### src/rtl/mem_arbiter.sv
// Two-port memory arbiter: a CPU port and a loader/debug port share one
// synchronous single-port memory. Writes finish in the grant cycle. Reads
// spend one extra RESP cycle returning data to the owning port.
module mem_arbiter #(
    parameter int ADDR_W = 32,
    parameter int DATA_W = 32
) (
    input  logic              clk,
    input  logic              reset,

    input  logic              cpu_req,
    input  logic              cpu_we,
    input  logic [ADDR_W-1:0] cpu_addr,
    input  logic [DATA_W-1:0] cpu_wdata,
    output logic              cpu_gnt,
    output logic              cpu_rvalid,
    output logic [DATA_W-1:0] cpu_rdata,

    input  logic              ldr_req,
    input  logic              ldr_we,
    input  logic [ADDR_W-1:0] ldr_addr,
    input  logic [DATA_W-1:0] ldr_wdata,
    output logic              ldr_gnt,
    output logic              ldr_rvalid,
    output logic [DATA_W-1:0] ldr_rdata,

    output logic              mem_en,
    output logic              mem_we,
    output logic [ADDR_W-1:0] mem_addr,
    output logic [DATA_W-1:0] mem_wdata,
    input  logic [DATA_W-1:0] mem_rdata,

    output logic              busy
);

    typedef enum logic {
        IDLE = 1'b0,
        RESP = 1'b1
    } state_t;

    state_t            state_q, state_d;
    logic              lastOwner_q, lastOwner_d;
    logic              owner_q, owner_d;
    logic [DATA_W-1:0] cpuRdata_q, cpuRdata_d;
    logic [DATA_W-1:0] ldrRdata_q, ldrRdata_d;
    logic              grantCpu, grantLdr;

    // Arbitration, memory command drive and FSM next state. Grants are held off
    // while reset is asserted so nothing leaks out combinationally during reset.
    always_comb begin
        state_d     = state_q;
        lastOwner_d = lastOwner_q;
        owner_d     = owner_q;
        grantCpu    = 1'b0;
        grantLdr    = 1'b0;
        cpu_rvalid  = 1'b0;
        ldr_rvalid  = 1'b0;
        mem_en      = 1'b0;
        mem_we      = 1'b0;
        mem_addr    = '0;
        mem_wdata   = '0;
        case (state_q)
            IDLE: begin
                if (!reset) begin
                    if (cpu_req && (!ldr_req || lastOwner_q)) begin
                        grantCpu = 1'b1;
                    end else if (ldr_req) begin
                        grantLdr = 1'b1;
                    end
                end
                if (grantCpu) begin
                    mem_en      = 1'b1;
                    mem_we      = cpu_we;
                    mem_addr    = cpu_addr;
                    mem_wdata   = cpu_wdata;
                    lastOwner_d = 1'b0;
                    if (!cpu_we) begin
                        state_d = RESP;
                        owner_d = 1'b0;
                    end
                end else if (grantLdr) begin
                    mem_en      = 1'b1;
                    mem_we      = ldr_we;
                    mem_addr    = ldr_addr;
                    mem_wdata   = ldr_wdata;
                    lastOwner_d = 1'b1;
                    if (!ldr_we) begin
                        state_d = RESP;
                        owner_d = 1'b1;
                    end
                end
            end
            RESP: begin
                cpu_rvalid = !owner_q;
                ldr_rvalid = owner_q;
                state_d    = IDLE;
            end
            default: state_d = IDLE;
        endcase
    end

    // Read data registers. The next-state value doubles as the output so the
    // memory word is visible on rdata during the rvalid cycle itself.
    always_comb begin
        cpuRdata_d = cpu_rvalid ? mem_rdata : cpuRdata_q;
        ldrRdata_d = ldr_rvalid ? mem_rdata : ldrRdata_q;
    end

    // State registers. last_owner starts at 1 so the CPU wins the first contention.
    always_ff @(posedge clk or posedge reset) begin
        if (reset) begin
            state_q     <= IDLE;
            lastOwner_q <= 1'b1;
            owner_q     <= 1'b0;
            cpuRdata_q  <= '0;
            ldrRdata_q  <= '0;
        end else begin
            state_q     <= state_d;
            lastOwner_q <= lastOwner_d;
            owner_q     <= owner_d;
            cpuRdata_q  <= cpuRdata_d;
            ldrRdata_q  <= ldrRdata_d;
        end
    end

    assign cpu_gnt   = grantCpu;
    assign ldr_gnt   = grantLdr;
    assign cpu_rdata = cpuRdata_d;
    assign ldr_rdata = ldrRdata_d;
    assign busy      = (state_q != IDLE);

endmodule

### config.mk
export PLATFORM = sky130hd
export DESIGN_NAME = mem_arbiter
export DESIGN_NICKNAME = d
export VERILOG_FILES = /design/src/rtl/mem_arbiter.sv
export SDC_FILE = /design/constraint.sdc
export NUM_CORES = 1
export LEC_CHECK = 0
export BUFFER_PORTS_ARGS = -buffer_cell sky130_fd_sc_hd__clkbuf_2
export CAP_MARGIN = 20
export CORE_AREA = 2 2 117 119
export CTS_BUF_LIST = sky130_fd_sc_hd__clkbuf_4 sky130_fd_sc_hd__clkbuf_8
export CTS_CLUSTER_DIAMETER = 60
export DETAILED_ROUTE_END_ITERATION = 7
export DIE_AREA = 0 0 119 121
export SETUP_SLACK_MARGIN = 0.02
export SKIP_CTS_REPAIR_TIMING = 1
export SLEW_MARGIN = 20
export SYNTH_ARGS = -nofsm -noshare
export SYNTH_HDL_FRONTEND = slang
export SYNTH_SLANG_ARGS = --single-unit
### constraint.sdc
create_clock -name clk -period 5.55 [get_ports clk]
set_input_delay 0.2775 -clock clk [delete_from_list [all_inputs] [get_ports clk]]
set_output_delay 0.2775 -clock clk [all_outputs]
set_load 0.05 [all_outputs]
==> reports/results.txt, run 1 <==
status: complete, no violations
hold violation count in the final report: 0
top cells by count, synth: 66 x dfrtp_1, 64 x a22o_1, 35 x mux2_2
worst min-delay path category: primary input to asynchronous set/reset pin
largest net degree at the start of global routing: 67
Comb pwr share: 61.9%
nature of the critical path startpoint: register
Cell Chain, Critical Path: nand2b_1, nand3_2, inv_2, a22o_1, clkbuf_2
initial antenna violation count: 3
Max Used Layer: met5
gp weighted congestion: 0.907
NetSw: 1.63 mW
Total Power: 3.06 mW
number of port buffers: 300
Clk Latency, worst-skew pair: 0.35 ns
RSZ-0062 raised after global routing: no
max_slew headroom: 30.4%
H-Tree Depth: 3
Max FO, Critical Path: 66
syn_area_per_cell: 14.3 um2
Die W: 119 um
Clk pwr share: 12.2%
Top FF cell, synth: dfrtp_1
Pint: 1.44 mW
Vias/cell: 4.62
#FFs+latches synth: 67
metal1 wirelength: 5310 um
post-synthesis compound-gate area fraction: 17.6%
DRC: 0
global route overflow: 0
Worst EP arrival: 2.70 ns
max incr delay on CP: 0.77 ns
number of diodes: 0
layout cells sized above 1: 73.4%
drt wl/cell: 19.5 um
Worst Tran Pin Value: 1.04 ns
Initial Util: 25.8%
gr usage total: 18.5%
Critical Path Sink Type: primary output
TritonCTS Buffers: 9
Synth area leader: dfrtp_1
DRT Pass-1 Iters: 4
Reg clk slew, reported paths: 0.07 ns
Yosys warnings: 0
Slowest-stage cell, CP: inv_2
NumNets Final: 695
Post-synth EDFFs: 0
Die H: 121 um
CTS tree: yes
Switching Fraction: 53.1%
pwr dens: 597 nW/um2
CP Buf/Inv Count: 2
Area growth, synth to finish: 52.1%
WL met2: 6850 um
post-synthesis sequential area ratio: 49.8%
clk_skew: 0.0111 ns
Synth Instances: 236
Tmin final: 2.98 ns
xor/xnor share of the synthesized area: 0%
Mapped Nets: 402
VDD IR max: 0.352 mV
period utilisation layout: 53.6%
Async SR Flop Fraction: 100%
final wirelength: 13,900 um
met3 WL: 1330 um
Synth top area share: 49.0%
Synth area leaders: dfrtp_1 49%, a22o_1 17%, mux2_4 13%, mux2_2 12%, buf_6 4.3%
synth unique cells: 18
Fmax: 336 MHz
Pins Over Slew Limit: 0
static leakage: 2.90 nW
vias in the first global route: 3,359
setup TNS: 0 ns
mux cell area share after synthesis: 24.6%
CTS sink count: 67
simple-gate share of the synthesized area: 1.71%
critical path type: register to primary output
first-pass GRT wire length: 19,700 um
Root Driver: clkbuf_8
initial DRC count: 154
Core Footprint: 13,100 um2
post-DP HPWL: 11,500 um
die area: 14,400 um2
clk buf depth: 2
Ports: 301
main combinational cell family by area after synthesis: multiplexers
Finish-stage setup viols: 0
synthesized area: 3370 um2
CP required: 5.27 ns
count leader, synth: dfrtp_1
Post-Synth Adder-Cell Area: 0%
Sequential Power Share: 25.8%
delay-heaviest family, CP: buffers and inverters
antenna viol nets, final: 0
hold_ws: 0.0386 ns
max_cap viols: 0
routed vias: 3,280
number of core rows: 42
-- layout make-up --
cell class	count	area [um2]
Clock inverter	2	10.0
Sequential cell	67	1680
Clock buffer	14	174
Tap cell	176	220
Multi-Input combinational cell	141	1480
Timing Repair Buffer	303	1540
Inverter	7	26.3
Fill cell	1284	7960
-- per-stage QoR --
stage | setup slack, ns | util, % | cells | instance area (um2)
floorplan | 3.45 | - | 236 | 3370
global placement | 2.97 | 37.6 | 693 | 4920
detailed placement | 2.94 | 37.6 | 693 | 4920
CTS | 2.53 | 39.0 | 709 | 5110
global route | 2.37 | 39.2 | 710 | 5130
finish | 2.57 | 39.2 | 710 | 5130
-- kinds of logic after synthesis --
family | Yosys count
buffers and inverters | 28
and+or+nand+nor | 8
AOI/OAI and AO/OA | 69
muxes | 64
DFF | 67
-- power by group through the flow --
stage | Combinational [mW] | Clock, mW | Sequential [mW]
5_1_grt | 1.98 | 0.410 | 0.815
3_3_place_gp | 1.89 | 0 | 0.789
3_5_place_dp | 1.91 | 0 | 0.800
6_report | 1.90 | 0.375 | 0.792
4_1_cts | 1.91 | 0.391 | 0.794
2_1_floorplan | 1.53 | 0 | 0.778
-- state kept, by name, indices dropped and copies added (netlist names) --
register     cells
busy             1
cpuRdata_q      32
lastOwner_q      1
ldrRdata_q      32
owner_q          1
-- path summary, 6_finish.rpt --
check	end	slack, ns	depth (start not counted)	startpoint
setup / recovery	mem_wdata[27]	2.57	5	lastOwner_q
hold / removal	owner_q	0.04	2	reset
setup reg to reg	owner_q	3.67	4	lastOwner_q
hold reg to reg	ldrRdata_q[8]	0.50	1	ldrRdata_q[8]
max in group asynchronous	ldrRdata_q[14]	4.58	3	reset
min in group clk	busy	0.14	2	cpu_we
-- layout by cell type (no fill, tap or decap), drive strengths merged --
cell    synthesis  final
buf            21      3
a21oi           1      1
clkinv          0      2
nand2           3      3
a22o           64     64
nor2            1      1
a21o            1      1
inv             7      7
nand2b          2      2
dfrtp          66     66
mux2           64     64
nand3           2      2
o22ai           2      2
clkbuf          0    314
dfstp           1      1
a41oi           1      1
-- worst register-to-register path: stages (launching register included) --
cell and delay (ns):
dfstp_2 0.54, nand2b_1 0.12, nand3_2 0.13, inv_2 0.77, a21oi_1 0.18
-- routing by layer --
metal	track usage [%]	vias up
met5	0	-
met4	6.25	6
met3	7.38	30
met2	31.2	177
met1	21.4	1586
li1	-	1481
Power figures use the tool's default switching activity.
==> run 2, diff against run 1 <==
- ABC_AREA: unset -> 1
- CORE_AREA: 2 2 117 119 -> 2 2 118 120
- DIE_AREA: 0 0 119 121 -> 0 0 120 122
- clock period: 5.55 -> 2.95 ns (I/O delays scaled with it)
==> run 2 against run 1 <==
Effect of this change: critical endpoint is now mem_wdata[29]; clock power up 130%; highest routed layer is now met4; total power increased by 72%; non-clock buffer count increased by 4; routed wire length down 3.8%; sequential share of layout area shrank 0.85 points; sequential cell count did not move; largest cell class unchanged; first-iteration DRC count is 56% higher.
==> reports/results.txt, run 2 <==
dpl ws: 0.757 ns (-2.18 ns)
hold_ws: 0.0627 ns (+0.0241 ns)
routed vias: 3,932 (+20%)
hold violation count in the final report: 0 (unchanged)
H-Tree Depth: 3 (unchanged)
Worst EP arrival: 2.39 ns (-0.31 ns)
Pins Over Slew Limit: 0 (unchanged)
critical path type: register to primary output
max_cap viols: 0 (unchanged)
Seq. cell area: 1680 um2 (unchanged)
top cells by count, synth: 262 x nand2_1, 66 x dfrtp_1, 56 x o21ai_0
multi-input logic area: 1400 um2 (-6.0%)
syn_area_per_cell: 7.12 um2 (-50%)
Critical Path Sink Type: primary output
VDD IR max: 0.706 mV (+100%)
RSZ-0062 raised after global routing: no
Yosys warnings: 0 (unchanged)
Root Driver: clkbuf_8
worst min-delay path category: primary input to register
die area: 14,600 um2 (+1.7%)
initial DRC count: 240 (+56%)
Worst Tran Pin Value: 0.837 ns (-0.205 ns)
static leakage: 3.33 nW (+15%)
Fmax: 394 MHz
TritonCTS Buffers: 9 (unchanged)
pwr dens: 1000 nW/um2 (+68%)
Finished Cell Area: 5270 um2 (+2.7%)
Synth area leader: dfrtp_1
Tmin final: 2.54 ns
DRT Pass-1 Iters: 4 (unchanged)
status: complete, no violations
max_slew headroom: 44.2% (+14 points)
antenna viol nets, final: 0 (unchanged)
Die H: 122 um (+0.83%)
Die W: 120 um (+0.84%)
Synth top area share: 48.9% (-0.073 points)
clk buf depth: 2 (unchanged)
gp weighted congestion: 0.841 (-7.3%)
global route overflow: 0 (unchanged)
period utilisation layout: 86.0%
initial antenna violation count: 0 (-3)
synth unique cells: 18 (unchanged)
Fill cells: 1,474 (+15%)
layout cells sized above 1: 43.6% (-30 points)
CTS sink count: 67 (unchanged)
count leader, synth: nand2_1
clk_skew: 0.00871 ns (-0.00237 ns)
vias in the first global route: 3,433 (+2.2%)
CP required: 2.80 ns (-2.47 ns)
CTS tree: yes
#FFs+latches synth: 67 (unchanged)
first-pass GRT wire length: 19,100 um (-3.1%)
nature of the critical path startpoint: register
largest registers: cpuRdata_q (32), ldrRdata_q (32)
DRC: 0 (unchanged)
Final WS setup: 0.412 ns (-2.16 ns)
Clk Latency, worst-skew pair: 0.35 ns (about the same)
Top FF cell, synth: dfrtp_1
Vias/cell: 4.14 (-10%)
Mapped Nets: 640 (+59%)
Synth Instances: 474 (+100%)
most common cell after layout, fill and taps aside: clkbuf_2
Post-synth EDFFs: 0 (unchanged)
gr usage total: 17.1% (-1.4 points)
Synth area leaders: dfrtp_1 49%, nand2_1 29%, o21ai_0 8.3%, inv_1 4.1%, buf_4 2.4%
largest net degree at the start of global routing: 68 (+1.5%)
Area growth, synth to finish: 55.9%
Finish-stage setup viols: 0 (unchanged)
Ports: 301 (unchanged)
Max FO, Critical Path: 33 (-50%)
Reg clk slew, reported paths: 0.07 ns (about the same)
Core Footprint: 13,500 um2 (+3.2%)
drt wl/cell: 14.1 um (-28%)
number of port buffers: 300 (unchanged)
number of diodes: 0 (unchanged)
dpl cell area: 5030 um2 (+2.2%)
post-synthesis sequential area ratio: 49.7% (-0.074 points)
Initial Util: 25.0% (-0.76 points)
final wirelength: 13,300 um (-3.8%)
most frequent cells in the layout: 300 x clkbuf_2, 261 x nand2_1, 66 x dfrtp_1
synthesized area: 3380 um2 (+0.15%)
number of core rows: 43 (+2.4%)
setup TNS: 0 ns (unchanged)
NumNets Final: 931 (+34%)
Async SR Flop Fraction: 100% (unchanged)
post-DP HPWL: 10,900 um (-5.3%)
==> run 2: worst paths after layout <==
| kind | startpoint | endpoint | slack (ns) | cells past startpoint |
|---|---|---|---|---|
| max | busy | mem_wdata[29] | 0.41 | 7 |
| min | mem_rdata[19] | cpuRdata_q[19] | 0.06 | 3 |
| max reg2reg | busy | cpuRdata_q[3] | 1.37 | 5 |
| min reg2reg | ldrRdata_q[10] | ldrRdata_q[10] | 0.50 | 2 |
| max in group asynchronous | reset | cpuRdata_q[3] | 2.28 | 3 |
| min in group asynchronous | reset | busy | 0.11 | 3 |
==> run 2: per-stage QoR <==
step,utilization [%],instances,total power [mW]
after floorplan,-,474,3.70
after global placement,37.3,934,4.44
after detailed placement,37.3,934,4.45
after CTS,39.0,950,5.34
after global routing,39.0,950,5.56
final,39.0,950,5.28
==> run 2: cells by family after synthesis <==
kind of cell / after synthesis / share of synthesized area, %
simple gates: 271 / 31.1
buf+inv: 69 / 9.23
flops: 67 / 49.7
compound gates: 67 / 9.97
==> run 2: report_power, final <==
group	switching (mW)	internal (mW)
sequential	0.107	1.31
combinational	2.41	0.591
clock	0.358	0.513
total	2.87	2.41
==> run 2: critical path: stages (launching register included) <==
cell	delay (ns)
dfrtp_1	0.48
inv_2	0.14
nand3_2	0.13
inv_2	0.42
buf_4	0.32
nand2_1	0.10
nand2_1	0.14
clkbuf_2	0.30
==> run 2: layout make-up <==
type / instances / share of cell area (%)
Clock inverter: 5 / 1.62
Timing Repair Buffer: 307 / 30.0
Sequential cell: 67 / 31.9
Clock buffer: 11 / 2.76
Tap cell: 180 / 4.28
Inverter: 42 / 2.99
Multi-Input combinational cell: 338 / 26.5
==> run 2: per-layer routing <==
metal / GRT usage (%) / routed length [um]
met2: 26.0 / 6050
met3: 4.59 / 1150
met4: 5.59 / 186
met1: 23.5 / 5970
met5: 0 / 0
==> run 3, diff against run 2 <==
- BUFFER_PORTS_ARGS: -buffer_cell sky130_fd_sc_hd__clkbuf_2 -> -buffer_cell sky130_fd_sc_hd__buf_2
- CAP_MARGIN: 20 -> 30
==> run 3 against run 2 <==
Effect of this change: die area is the same; clock power shrank 9.9%; maximum frequency grew 0.36%; setup slack gained 0.0091 ns; core utilization shrank 0.24 points; global-route usage grew 0.87 points; largest power group unchanged; non-clock buffer count grew 1; via count grew 0.71%.
==> reports/results.txt, run 3 (synthesized netlist as in run 2, its figures left out) <==
Fmax: 395 MHz (+0.36%)
reg-to-reg startpoint: busy
CP required: 2.80 ns (about the same)
multi-input logic area: 1400 um2 (unchanged)
max incr delay on CP: 0.48 ns (about the same)
final wirelength: 13,800 um (+3.1%)
Pint: 2.31 mW (-4.3%)
clk_skew: 0.00674 ns (-0.00197 ns)
Tmin final: 2.53 ns (-0.00909 ns)
gr usage total: 17.9% (+0.87 points)
Critical R2R Capture: ldrRdata_q[30]
nature of the critical path startpoint: register
Die W: 120 um (unchanged)
RSZ-0062 raised after global routing: no
Finish-stage setup viols: 0 (unchanged)
NumNets Final: 932 (+0.11%)
Cell Chain, Critical Path: inv_2, nand3_2, inv_2, buf_4, nand2_1, nand2_1, buf_2
post-layout util: 38.7% (-0.24 points)
static leakage: 3.34 nW (about the same)
H-Tree Depth: 3 (unchanged)
Final WS setup: 0.421 ns (+0.00909 ns)
NetSw: 2.88 mW (+0.36%)
most common cell after layout, fill and taps aside: buf_2
clk buf depth: 2 (unchanged)
dpl cell area: 5030 um2 (about the same)
largest registers: cpuRdata_q (32), ldrRdata_q (32)
max_cap viols: 0 (unchanged)
Hold Startpoint: mem_rdata[22]
final std cells w/o fill: 952 (+0.21%)
number of core rows: 43 (unchanged)
Die H: 122 um (unchanged)
pwr dens: 992 nW/um2 (-1.2%)
DRC: 0 (unchanged)
dpl ws: 0.791 ns (+0.0339 ns)
Switching Fraction: 55.5% (+1.2 points)
Ports: 301 (unchanged)
layout cells sized above 1: 43.7% (+0.073 points)
global route overflow: 0 (unchanged)
Worst Tran Pin Value: 0.864 ns (+0.0271 ns)
initial DRC count: 222 (-7.5%)
worst min-delay path category: primary input to register
number of port buffers: 300 (unchanged)
Slowest-stage cell, CP: dfrtp_1
Critical Path Sink Type: primary output
first-pass GRT wire length: 20,100 um (+5.3%)
TritonCTS Buffers: 9 (unchanged)
Root Driver: clkbuf_8
Core Footprint: 13,500 um2 (unchanged)
Max FO, Critical Path: 36 (+9.1%)
Vias/cell: 4.16 (+0.50%)
CTS tree: yes
routed vias: 3,960 (+0.71%)
most frequent cells in the layout: 300 x buf_2, 261 x nand2_1, 66 x dfrtp_1
initial antenna violation count: 2 (+2)
Worst EP arrival: 2.38 ns (about the same)
post-DP HPWL: 11,100 um (+1.8%)
Initial Util: 25.0% (unchanged)
setup TNS: 0 ns (unchanged)
Fill cells: 1,465 (-0.61%)
hold violation count in the final report: 0 (unchanged)
CTS sink count: 67 (unchanged)
gp weighted congestion: 0.831 (-1.2%)
flop2flop setup slack: 1.36 ns (about the same)
critical path startpoint: busy
Clk Latency, worst-skew pair: 0.35 ns (about the same)
period utilisation layout: 85.7% (-0.31 points)
largest net degree at the start of global routing: 68 (unchanged)
status: complete, no violations
critical path type: register to primary output
Cells after DPL: 935 (+0.11%)
Area growth, synth to finish: 54.9%
Finished Cell Area: 5230 um2 (-0.62%)
Comb pwr share: 57.7% (+1.0 points)
Reg clk slew, reported paths: 0.08 ns (about the same)
vias in the first global route: 3,695 (+7.6%)
antenna viol nets, final: 0 (unchanged)
Sequential Power Share: 27.2% (+0.4 points)
Hold Crit Depth: 3 (unchanged)
max_slew headroom: 42.4% (-1.8 points)
VDD IR max: 0.763 mV (+8.0%)
hold endpoint: cpuRdata_q[22]
Seq. cell area: 1680 um2 (unchanged)
FF-to-FF path depth: 3 (-2)
Pins Over Slew Limit: 0 (unchanged)
Clk pwr share: 15.1% (-1.4 points)
die area: 14,600 um2 (unchanged)
drt wl/cell: 14.5 um (+2.9%)
DRT Pass-1 Iters: 4 (unchanged)
run 3: through the flow:
stage	hold WS, ns	power [mW]
5_1_grt	0.0689	5.47
3_3_place_gp	0.435	4.43
4_1_cts	0.0498	5.24
2_1_floorplan	0.328	3.70
6_report	0.0656	5.19
3_5_place_dp	0.434	4.44
run 3: power by group through the flow:
stage / Sequential (mW) / Combinational [mW] / Clock [mW]
detailed placement: 1.43 / 3.01 / 0
floorplan: 1.42 / 2.28 / 0
CTS: 1.42 / 3.02 / 0.802
global route: 1.46 / 3.17 / 0.841
global placement: 1.42 / 3.01 / 0
finish: 1.41 / 2.99 / 0.785
run 3: how the worst max path moves through the flow:
stage	cells after the start	end
final	7	mem_wdata[26]
after global routing	7	mem_wdata[29]
after CTS	7	mem_wdata[26]
after detailed placement	7	mem_wdata[26]
after global placement	7	mem_wdata[26]
after floorplan	5	cpuRdata_q[21]
run 3: critical path: cells and delay by family, from the launching register on:
kind / cells / cell delay (ns)
and+or+nand+nor: 3 / 0.34
DFF: 1 / 0.48
buffers and inverters: 4 / 1.19
run 3: final cells by class:
class                   instances  area share (%)
well taps                     180            4.30
clock buffers                   9            2.37
flip-flops and latches         67            32.1
repair buffers                308            30.1
diodes                          1          0.0478
multi-input cells             338            26.7
inverters                      42            3.01
clock inverters                 7            1.46
run 3: metal layers:
layer	wire length (um)	vias up	GRT usage, %
met3	1460	16	6.13
li1	-	2031	-
met5	13	-	0
met1	6020	1712	24.4
met2	6020	199	26.6
met4	255	2	6.18
